===== src/rtl/hazard_ctrl.sv =====
// Pipeline hazard and stall controller: load-use bubbles, taken-branch squash, data-memory
// wait freeze and the HLT drain sequence, plus a saturating stall-cycle counter.
module hazard_ctrl #(
    parameter int DRAIN_CYCLES = 3,
    parameter int CNT_W        = 16
) (
    input  logic             clk,
    input  logic             rst,
    input  logic [3:0]       id_SrcReg1,
    input  logic [3:0]       id_SrcReg2,
    input  logic             id_use1,
    input  logic             id_use2,
    input  logic             id_halt,
    input  logic             ex_Data_Mem_en,
    input  logic             ex_Data_Mem_wr,
    input  logic             ex_WriteReg,
    input  logic [3:0]       ex_DstReg,
    input  logic             ex_flush,
    input  logic             ex_branch_taken,
    input  logic             mem_busy,
    output logic             pc_en,
    output logic             ifid_en,
    output logic             ifid_flush,
    output logic             idex_en,
    output logic             idex_flush,
    output logic             exmem_en,
    output logic             halted,
    output logic [CNT_W-1:0] stall_cnt
);

    localparam int            DW         = (DRAIN_CYCLES > 1) ? $clog2(DRAIN_CYCLES) : 1;
    localparam logic [DW-1:0] DRAIN_LOAD = DW'(DRAIN_CYCLES - 1);

    typedef enum logic [1:0] {
        ST_RUN    = 2'd0,
        ST_DRAIN  = 2'd1,
        ST_HALTED = 2'd2
    } state_t;

    state_t           r_state;
    state_t           w_next_state;
    logic [DW-1:0]    r_drain_cnt;
    logic [DW-1:0]    w_next_drain;
    logic             r_halted;
    logic [CNT_W-1:0] r_stall_cnt;

    logic w_ex_valid;
    logic w_src1_hit;
    logic w_src2_hit;
    logic w_load_use;
    logic w_branch;
    logic w_pc_en;
    logic w_ifid_en;
    logic w_ifid_flush;
    logic w_idex_en;
    logic w_idex_flush;
    logic w_exmem_en;

    assign w_ex_valid = !ex_flush;
    assign w_src1_hit = id_use1 && (id_SrcReg1 == ex_DstReg);
    assign w_src2_hit = id_use2 && (id_SrcReg2 == ex_DstReg);
    // A load in EX whose destination feeds the ID instruction; R0 is compared like any other.
    assign w_load_use = w_ex_valid && ex_Data_Mem_en && !ex_Data_Mem_wr && ex_WriteReg
                        && (w_src1_hit || w_src2_hit);
    assign w_branch   = w_ex_valid && ex_branch_taken;

    always_comb begin
        // NOTE: every output of this block gets a default first so no path infers a latch.
        w_pc_en      = 1'b0;
        w_ifid_en    = 1'b0;
        w_ifid_flush = 1'b0;
        w_idex_en    = 1'b0;
        w_idex_flush = 1'b0;
        w_exmem_en   = 1'b0;
        w_next_state = r_state;
        w_next_drain = r_drain_cnt;

        if (rst) begin
            case (r_state)
                ST_RUN: begin
                    if (mem_busy) begin
                        // Whole pipeline freezes; defaults already hold everything.
                    end else if (w_branch) begin
                        w_pc_en      = 1'b1;
                        w_ifid_en    = 1'b1;
                        w_ifid_flush = 1'b1;
                        w_idex_en    = 1'b1;
                        w_idex_flush = 1'b1;
                        w_exmem_en   = 1'b1;
                    end else if (w_load_use) begin
                        w_idex_en    = 1'b1;
                        w_idex_flush = 1'b1;
                        w_exmem_en   = 1'b1;
                    end else if (id_halt) begin
                        w_idex_en    = 1'b1;
                        w_exmem_en   = 1'b1;
                        w_next_state = ST_DRAIN;
                        w_next_drain = DRAIN_LOAD;
                    end else begin
                        w_pc_en    = 1'b1;
                        w_ifid_en  = 1'b1;
                        w_idex_en  = 1'b1;
                        w_exmem_en = 1'b1;
                    end
                end
                ST_DRAIN: begin
                    // Only bubbles or the HLT occupy EX here, so a branch cannot be taken.
                    w_idex_flush = 1'b1;
                    if (!mem_busy) begin
                        w_idex_en  = 1'b1;
                        w_exmem_en = 1'b1;
                        if (r_drain_cnt == '0) begin
                            w_next_state = ST_HALTED;
                        end else begin
                            w_next_drain = r_drain_cnt - DW'(1);
                        end
                    end
                end
                ST_HALTED: begin
                end
                default: begin
                    w_next_state = ST_RUN;
                    w_next_drain = '0;
                end
            endcase
        end
    end

    always_ff @(posedge clk or negedge rst) begin
        if (!rst) begin
            r_state     <= ST_RUN;
            r_drain_cnt <= '0;
            r_halted    <= 1'b0;
            r_stall_cnt <= '0;
        end else begin
            // NOTE: sequential state uses non-blocking assignments so every flop samples pre-edge values.
            r_state     <= w_next_state;
            r_drain_cnt <= w_next_drain;
            r_halted    <= (w_next_state == ST_HALTED);
            if ((r_state != ST_HALTED) && !w_pc_en && (r_stall_cnt != '1)) begin
                r_stall_cnt <= r_stall_cnt + CNT_W'(1);
            end
        end
    end

    assign pc_en      = w_pc_en;
    assign ifid_en    = w_ifid_en;
    assign ifid_flush = w_ifid_flush;
    assign idex_en    = w_idex_en;
    assign idex_flush = w_idex_flush;
    assign exmem_en   = w_exmem_en;
    assign halted     = r_halted;
    assign stall_cnt  = r_stall_cnt;

endmodule


===== config.mk =====
export PLATFORM = sky130hd
export DESIGN_NAME = hazard_ctrl
export DESIGN_NICKNAME = d
export VERILOG_FILES = /design/src/rtl/hazard_ctrl.sv
export SDC_FILE = /design/constraint.sdc
export NUM_CORES = 1
export LEC_CHECK = 0
export CORE_MARGIN = 1
export CORE_UTILIZATION = 49
export CTS_BUF_LIST = sky130_fd_sc_hd__clkbuf_8
export DETAILED_ROUTE_END_ITERATION = 6
export MAX_ROUTING_LAYER = met4
export PLACE_DENSITY_LB_ADDON = 0.12
export SLEW_MARGIN = 20
export SYNTH_ARGS = -nofsm -noshare
export SYNTH_HDL_FRONTEND = slang
export SYNTH_SLANG_ARGS = --single-unit

===== constraint.sdc =====
create_clock -name clk -period 4.93 [get_ports clk]
set_clock_uncertainty 0.05 [all_clocks]
set_input_delay 0.7395 -clock clk [delete_from_list [all_inputs] [get_ports clk]]
set_output_delay 0.7395 -clock clk [all_outputs]
set_load 0.005 [all_outputs]

==> results.ini, run 1 <==
[routing]
first_pass_iters = 4
drt_iter0_drc = 13
ant_nets = 0
num_vias = 1107
wl_mm = 2.91
wl_per_cell_um = 14.5
vias_per_cell = 5.51
drcViolationCount = 0

[sta]
finalCriticalPeriod_ps = 3720
rsz0062_at_grt = false
setup_viol = 0
relSlewSlack = 0.431
fin_crit_sh = 0.754
final-hold-violation-count = 0
setup_ws_ps = 1210
slew_viol_final = 0
tns_ps = 0
fmax_mhz = 269
worstMarginPinSlew_ps = 845

[critical_path]
critPathLaunch = ex_Data_Mem_wr
cp-endpoint = idex_flush
required_ps = 4140
critPathArrivalTime_ps = 2930
ff2ff_path_depth = 7
startpoint_type = primary input
regToRegSetupSlack_ps = 2520
critPathMaxFanout = 4
timing.rr.start = stall_cnt[0]
worstSetupPathType = primary input to primary output
cp-end-kind = primary output
reg2reg_to = stall_cnt[13]

[floorplanning]
ioPinCount = 46
die_w_um = 52.2
fp.dieArea_um2 = 2720
start_util = 0.536
fp.coreArea_um2 = 2300
fp-row-count = 17
die_h_um = 52.2

[cells_and_area]
layout_common_cells = 45 x clkdlybuf4s50_1, 21 x dfrtp_1, 14 x xor2_1, 12 x nand2_1, 11 x nand3_1
drive_gt1_frac = 0.0751
area_delta_synth_final_pct = 41.3
final_common_cell = clkdlybuf4s50_1
fin_nets = 199
instances_no_fill = 201
fillCellCount = 194
antennaDiodeCount = 0

[logic_synthesis]
synth-seq-area-share = 0.426
syn_avg_cell_area_um2 = 9.70
syn_nets = 152
ys_types = 35
ys_warn_count = 0
yosys-top-cells-area = dfrtp_1 43%, xor2_1 9.9%, xnor2_1 5.7%, nand3_1 4.5%, nand2_1 3.7%
yosys.area.top_type_share = 0.426
synth_top_area_cell = dfrtp_1
ys_ff_latch = 21
syn_inst = 127
netlist_area_um2 = 1230

[clock_tree]
post_cts_buffers = 0
clk_latency_ps = 260
clock-sinks = 21
cts_buffers = 3
postCtsHoldBufs = 0
cts_tree = built
clkTransAtPathRegs_ps = 80
cts-root-buf = clkbuf_8
cts_buffer_depth = 2
post_cts_resized = 0
cts_max_level = 1

[grt]
grtUsageTotal = 0.253
grt-ovfl-total = 0
grt_pass1_vias = 1076
grt_pass1_wl_mm = 4.80
antenna_found_initial = 0
grt_max_degree = 26

[worst_hold_path]
hold_class = register to register
min_path_cells = 1

[power]
irDropWorstVdd_uv = 286
p_per_area_nw_per_um2 = 440
p_leak_nw = 0.727

[placement]
hpwl_mm = 2.26
gp_congestion = 0.849
port_buffers = 45
pre_cts_slack_ps = 1220
dp.cells = 197

[status]
status = completed

[run]
maxCapViolations = 0

final cells by class:
cell class                 count  area (µm²)  share of cell area
multi-input combinational     96         654               0.376
sequential                    21         526               0.302
timing repair buffer          46         458               0.263
clock buffer                   3        41.3              0.0237
tap                           28        35.0              0.0201
inverter                       6        22.5              0.0129
clock inverter                 1        5.00             0.00287
power by group:
group / switching, mW / internal (mW)
combinational: 0.132 / 0.201
sequential: 0.0845 / 0.237
clock: 0.0554 / 0.0562
total: 0.272 / 0.494
critical path, stage by stage:
cell and delay (ps):
clkdlybuf4s50_1 400, and4bb_1 280, nand2_1 50, or4_4 570
a31oi_1 220, o211a_1 160, clkdlybuf4s50_1 500
registers in the layout, summed over array words and instances, names as in the netlist:
name and cells:
halted 1, r_drain_cnt 2, r_state 2, stall_cnt 16
through the flow:
step,power [mW],cell area (µm²),hold slack [ps],util
floorplan,0.483,1230,394,-
global placement,0.639,1700,439,0.738
detailed placement,0.658,1700,454,0.738
CTS,0.771,1740,471,0.758
global route,0.822,1740,475,0.758
finish,0.766,1740,466,0.758
cell families after synthesis:
logic type                 count (synthesis)  share of synthesized area
and+or+nand+nor                           58                      0.252
buffers and inverters                     10                     0.0426
AOI/OAI and AO/OA                         12                     0.0843
xor gates and xnor gates                  22                      0.156
adders and majority gates                  2                     0.0203
muxes                                      2                     0.0183
DFF                                       21                      0.426
per-layer routing:
| metal | GRT usage | up-vias | part of all wire |
|---|---|---|---|
| li1 | - | 533 | - |
| met1 | 0.281 | 514 | 0.39 |
| met4 | 0.0789 | 0 | 0.0086 |
| met5 | - | - | 0 |
| met2 | 0.444 | 56 | 0.52 |
| met3 | 0.0614 | 4 | 0.081 |
synth_stat cells:
cell and number:
a21oi_1 2, a31oi_1 1, a31oi_4 1, a41oi_1 1, and2_1 1, and3_1 3, and4bb_1 1, buf_4 2
buf_6 1, clkbuf_1 1, dfrtp_1 21, ha_1 2, inv_1 5, inv_2 1, mux2_2 2, nand2_1 12
nand2b_1 3, nand3_1 11, nand4_1 5, nor2_1 8, nor2b_1 1, nor3_1 5, nor3b_1 1, nor4_1 3
o211a_1 1, o211ai_1 1, o21ai_0 3, o22a_1 1, o41ai_2 1, or3_1 1, or3_2 1, or4_4 1
or4b_2 1, xnor2_1 8, xor2_1 14
how the worst min path moves through the flow:
stage	to	from
CTS	r_drain_cnt[1]	r_drain_cnt[1]
finish	r_drain_cnt[1]	r_drain_cnt[1]
floorplan	halted	rst
global route	r_drain_cnt[1]	r_drain_cnt[1]
global placement	stall_cnt[15]	stall_cnt[15]
detailed placement	r_drain_cnt[1]	r_drain_cnt[1]
Power figures use the tool's default switching activity.
==> run 2, diff against run 1 <==
--- a/config.mk
+++ b/config.mk
@@ -6,7 +6,7 @@
 export NUM_CORES = 1
 export LEC_CHECK = 0
 export CORE_MARGIN = 1
-export CORE_UTILIZATION = 49
+export CORE_UTILIZATION = 45
 export CTS_BUF_LIST = sky130_fd_sc_hd__clkbuf_8
 export DETAILED_ROUTE_END_ITERATION = 6
 export MAX_ROUTING_LAYER = met4
==> constraint.sdc (replaced) <==
create_clock -name clk -period 3.6 [get_ports clk]
set_clock_uncertainty 0.05 [all_clocks]
set_input_delay 0.54 -clock clk [delete_from_list [all_inputs] [get_ports clk]]
set_output_delay 0.54 -clock clk [all_outputs]
set_load 0.005 [all_outputs]
==> run 2 against run 1 <==
Net effect: clock-buffer cell count unchanged; non-clock buffer count increased by 1; cell area increased by 0.57%; global-route usage decreased by 3.9 points; highest routed layer unchanged.
==> results.ini, run 2 (synthesis gave the netlist of run 1 again) <==
[status]
status = completed

[critical_path]
crit_chain = clkdlybuf4s50_1 -> and4bb_1 -> nand2_1 -> or4_4 -> a31oi_4 -> inv_2 -> clkdlybuf4s50_1
reg2reg_to = stall_cnt[15]
timing.rr.start = stall_cnt[0]
critPathArrivalTime_ps = 2760
cp-end-kind = primary output
critPathMaxFanout = 13
cpMostUsedCell = clkdlybuf4s50_1
slowest_stage = or4_4
required_ps = 3010
regToRegSetupSlack_ps = 1160
worstSetupPathType = primary input to primary output
slowest_delay_ps = 570
ff2ff_path_depth = 7
startpoint_type = primary input

[cells_and_area]
area_delta_synth_final_pct = 42.1
layout_common_cells = 45 x clkdlybuf4s50_1, 21 x dfrtp_1, 14 x xor2_1, 12 x nand2_1, 11 x nand3_1
largest_reg_flops = 16
final_area_um2 = 1750
seqCellArea_um2 = 526
drive_gt1_frac = 0.0805
antennaDiodeCount = 0
fin_nets = 200
fillCellCount = 208
final_common_cell = clkdlybuf4s50_1
multi_input_area_um2 = 654

[floorplanning]
ioPinCount = 46
fp-row-count = 18
die_w_um = 54.3
die_h_um = 54.3
start_util = 0.489
fp.coreArea_um2 = 2520
fp.dieArea_um2 = 2950

[power]
p_int_mw = 0.679
switchingPower_mw = 0.373
power_frac_clock = 0.147
power_frac_comb = 0.432
sw_frac_of_total = 0.355
p_seq_frac = 0.421
irDropWorstVdd_uv = 575
p_leak_nw = 0.732
p_total_mw = 1.05
p_per_area_nw_per_um2 = 600

[routing]
drt_iter0_drc = 24
ant_nets = 0
first_pass_iters = 4
num_vias = 1092
wl_per_cell_um = 13.5
drcViolationCount = 0
wl_mm = 2.75
vias_per_cell = 5.35

[grt]
grtUsageTotal = 0.214
grt_max_degree = 26
grt_pass1_wl_mm = 4.28
antenna_found_initial = 0
grt-ovfl-total = 0
grt_pass1_vias = 1001

[sta]
setup_viol = 0
rsz0062_at_grt = false
fmax_mhz = 298
worstMarginPinSlew_ps = 834
fin_crit_sh = 0.931
tns_ps = 0
final-hold-violation-count = 0
finalCriticalPeriod_ps = 3350
slew_viol_final = 0
relSlewSlack = 0.438

[run]
maxCapViolations = 0

[clock_tree]
clk_latency_ps = 260
cts-root-buf = clkbuf_8
post_cts_buffers = 0
post_cts_resized = 0
cts_max_level = 1
postCtsHoldBufs = 0
clkTransAtPathRegs_ps = 70
cts_buffer_depth = 2
clock-sinks = 21
cts_tree = built
cts_buffers = 3

[placement]
hpwl_mm = 2.08
gp_congestion = 0.867
place_area_um2 = 1710
port_buffers = 45

[worst_hold_path]
min_path_cells = 1
min-delay-start = stall_cnt[15]
hold_class = register to register
holdPathEnd = stall_cnt[15]

[run 2: cell count changes in the layout (fill, tap and decap cells not counted), sizes merged]
cell	delta
buf	+1
[run 2: cell type report]
type,count,share of cell area
Sequential cell,21,0.300
Clock inverter,1,0.00286
Tap cell,30,0.0214
Inverter,6,0.0129
Timing Repair Buffer,47,0.266
Clock buffer,3,0.0236
Multi-Input combinational cell,96,0.374
[run 2: how the worst max path moves through the flow]
stage | startpoint | to | slack (ps)
2_1_floorplan | ex_Data_Mem_wr | pc_en | 1060
3_3_place_gp | ex_flush | pc_en | 330
3_5_place_dp | ex_flush | ifid_en | 260
4_1_cts | ex_flush | ifid_en | 260
5_1_grt | ex_flush | pc_en | 180
6_report | ex_flush | ifid_en | 250
[run 2: per-layer routing]
layer  routed length [µm]  GRT usage  vias to the layer above
met3                  123     0.0583                        2
met5                    0          -                        -
met1                 1230      0.244                      519
li1                     -          -                      535
met2                 1390      0.358                       36
met4                   17     0.0769                        0
[run 2: through the flow]
stage                      util  cells  hold WS [ps]  worst slack [ps]
final                     0.694    204           456               247
after CTS                 0.694    204           461               264
after global placement    0.676    200           437               328
after detailed placement  0.676    200           442               260
after global routing      0.694    204           493               178
after floorplan               -    127           194              1060
[run 2: power by group through the flow]
stage / combinational, mW / clock (mW) / sequential, mW
2_1_floorplan: 0.242 / 0 / 0.419
3_3_place_gp: 0.441 / 0 / 0.436
3_5_place_dp: 0.455 / 0 / 0.446
4_1_cts: 0.460 / 0.162 / 0.442
5_1_grt: 0.511 / 0.171 / 0.459
6_report: 0.454 / 0.155 / 0.443
[run 2: worst max-delay path: cells and delay by family]
kind            cells  cell delay (ps)
buf+inv             3             1050
compound gates      1              250
simple gates        3              910
==> run 3, diff against run 2 <==
--- a/config.mk
+++ b/config.mk
@@ -5,12 +5,13 @@
 export SDC_FILE = /design/constraint.sdc
 export NUM_CORES = 1
 export LEC_CHECK = 0
-export CORE_MARGIN = 1
+export CAP_MARGIN = 40
+export CORE_MARGIN = 4
 export CORE_UTILIZATION = 45
 export CTS_BUF_LIST = sky130_fd_sc_hd__clkbuf_8
 export DETAILED_ROUTE_END_ITERATION = 6
 export MAX_ROUTING_LAYER = met4
-export PLACE_DENSITY_LB_ADDON = 0.12
+export PLACE_DENSITY_LB_ADDON = 0.15
 export SLEW_MARGIN = 20
 export SYNTH_ARGS = -nofsm -noshare
 export SYNTH_HDL_FRONTEND = slang
==> run 3 against run 2 <==
Net effect: cell area about the same; via count decreased by 0.37%; sequential share of layout area about the same; global-route usage decreased by 3.8 points; worst setup slack improved by 34 ps; worst hold slack got worse by 1.2 ps.
==> results.ini, run 3 (synthesis gave the netlist of run 1 again) <==
[clock_tree]
cts_buffer_depth = 2
post_cts_buffers = 0
clkTransAtPathRegs_ps = 70
cts_max_level = 1
cts_buffers = 3
cts_tree = built
clock-sinks = 21
postCtsHoldBufs = 0
cts-root-buf = clkbuf_8
clk_latency_ps = 250
post_cts_resized = 0

[power]
irDropWorstVdd_uv = 361
p_per_area_nw_per_um2 = 592
p_leak_nw = 0.734

[critical_path]
timing.rr.start = stall_cnt[1]
critPathMaxFanout = 13
startpoint_type = primary input
critPathLaunch = ex_flush
required_ps = 3010
critPathArrivalTime_ps = 2730
regToRegSetupSlack_ps = 1260
cp-end-kind = primary output
worstSetupPathType = primary input to primary output
ff2ff_path_depth = 7
reg2reg_to = stall_cnt[11]

[routing]
vias_per_cell = 5.33
drt_iter0_drc = 34
first_pass_iters = 4
wl_per_cell_um = 14.1
drcViolationCount = 0
wl_mm = 2.88
ant_nets = 0
num_vias = 1088

[sta]
slew_viol_final = 0
rsz0062_at_grt = false
worstMarginPinSlew_ps = 794
fin_crit_sh = 0.922
setup_ws_ps = 282
finalCriticalPeriod_ps = 3320
tns_ps = 0
setup_viol = 0
relSlewSlack = 0.465
final-hold-violation-count = 0
fmax_mhz = 301

[cells_and_area]
fin_nets = 200
antennaDiodeCount = 0
drive_gt1_frac = 0.0747
layout_common_cells = 45 x clkdlybuf4s50_1, 21 x dfrtp_1, 14 x xor2_1, 12 x nand2_1, 11 x nand3_1
final_common_cell = clkdlybuf4s50_1
area_delta_synth_final_pct = 42.0
largest_reg_flops = 16
final_area_um2 = 1750

[floorplanning]
start_util = 0.484
fp-row-count = 18
ioPinCount = 46
fp.dieArea_um2 = 3640
die_h_um = 60.3
die_w_um = 60.3
fp.coreArea_um2 = 2540

[grt]
grt_pass1_wl_mm = 4.75
grt_pass1_vias = 1148
grt_max_degree = 26
grtUsageTotal = 0.176
grt-ovfl-total = 0
antenna_found_initial = 0

[worst_hold_path]
min_path_cells = 1
hold_class = register to register
holdPathEnd = stall_cnt[15]
min-delay-start = stall_cnt[15]

[placement]
hpwl_mm = 2.33
place_area_um2 = 1710
gp_congestion = 0.834
pre_cts_slack_ps = 272
port_buffers = 45

[run]
maxCapViolations = 0

[status]
status = completed

## run 3: cell type report
class	count	area [µm²]
clock buffers	3	41.3
flip-flops and latches	21	526
repair buffers	47	465
inverters	6	22.5
fillers	215	795
clock inverters	1	3.75
well taps	30	37.5
multi-input cells	96	654
## run 3: report_power, final
part | internal (mW) | total [mW] | switching [mW]
clock | 0.0758 | 0.145 | 0.0697
sequential | 0.325 | 0.439 | 0.114
combinational | 0.276 | 0.451 | 0.175
total | 0.677 | 1.04 | 0.358
## run 3: worst max path at each step
stage / end / slack [ps] / cells past startpoint
floorplan: pc_en / 1060 / 7
finish: ifid_en / 280 / 7
detailed placement: ifid_en / 270 / 7
global route: ifid_en / 200 / 7
global placement: idex_flush / 330 / 7
CTS: ifid_en / 270 / 7
## run 3: per-layer routing
| metal | global-route usage | up-vias | wire, µm |
|---|---|---|---|
| met5 | - | - | 0 |
| met4 | 0.0475 | 0 | 16 |
| met3 | 0.0319 | 2 | 168 |
| met2 | 0.310 | 32 | 1460 |
| met1 | 0.204 | 518 | 1240 |
| li1 | - | 536 | - |
## run 3: stage by stage
step                hold WS, ps   util  total power, mW  std cells
floorplan                   194      -            0.661        127
global placement            436  0.670            0.880        200
detailed placement          444  0.670            0.902        200
CTS                         457  0.688             1.05        204
global route                497  0.688             1.13        204
finish                      455  0.688             1.04        204
## run 3: critical path, cell delays in order
cell and delay, ps:
clkdlybuf4s50_1 410, and4bb_1 280, nand2_1 60, or4_4 580, a31oi_4 240, inv_2 140
clkdlybuf4s50_1 470
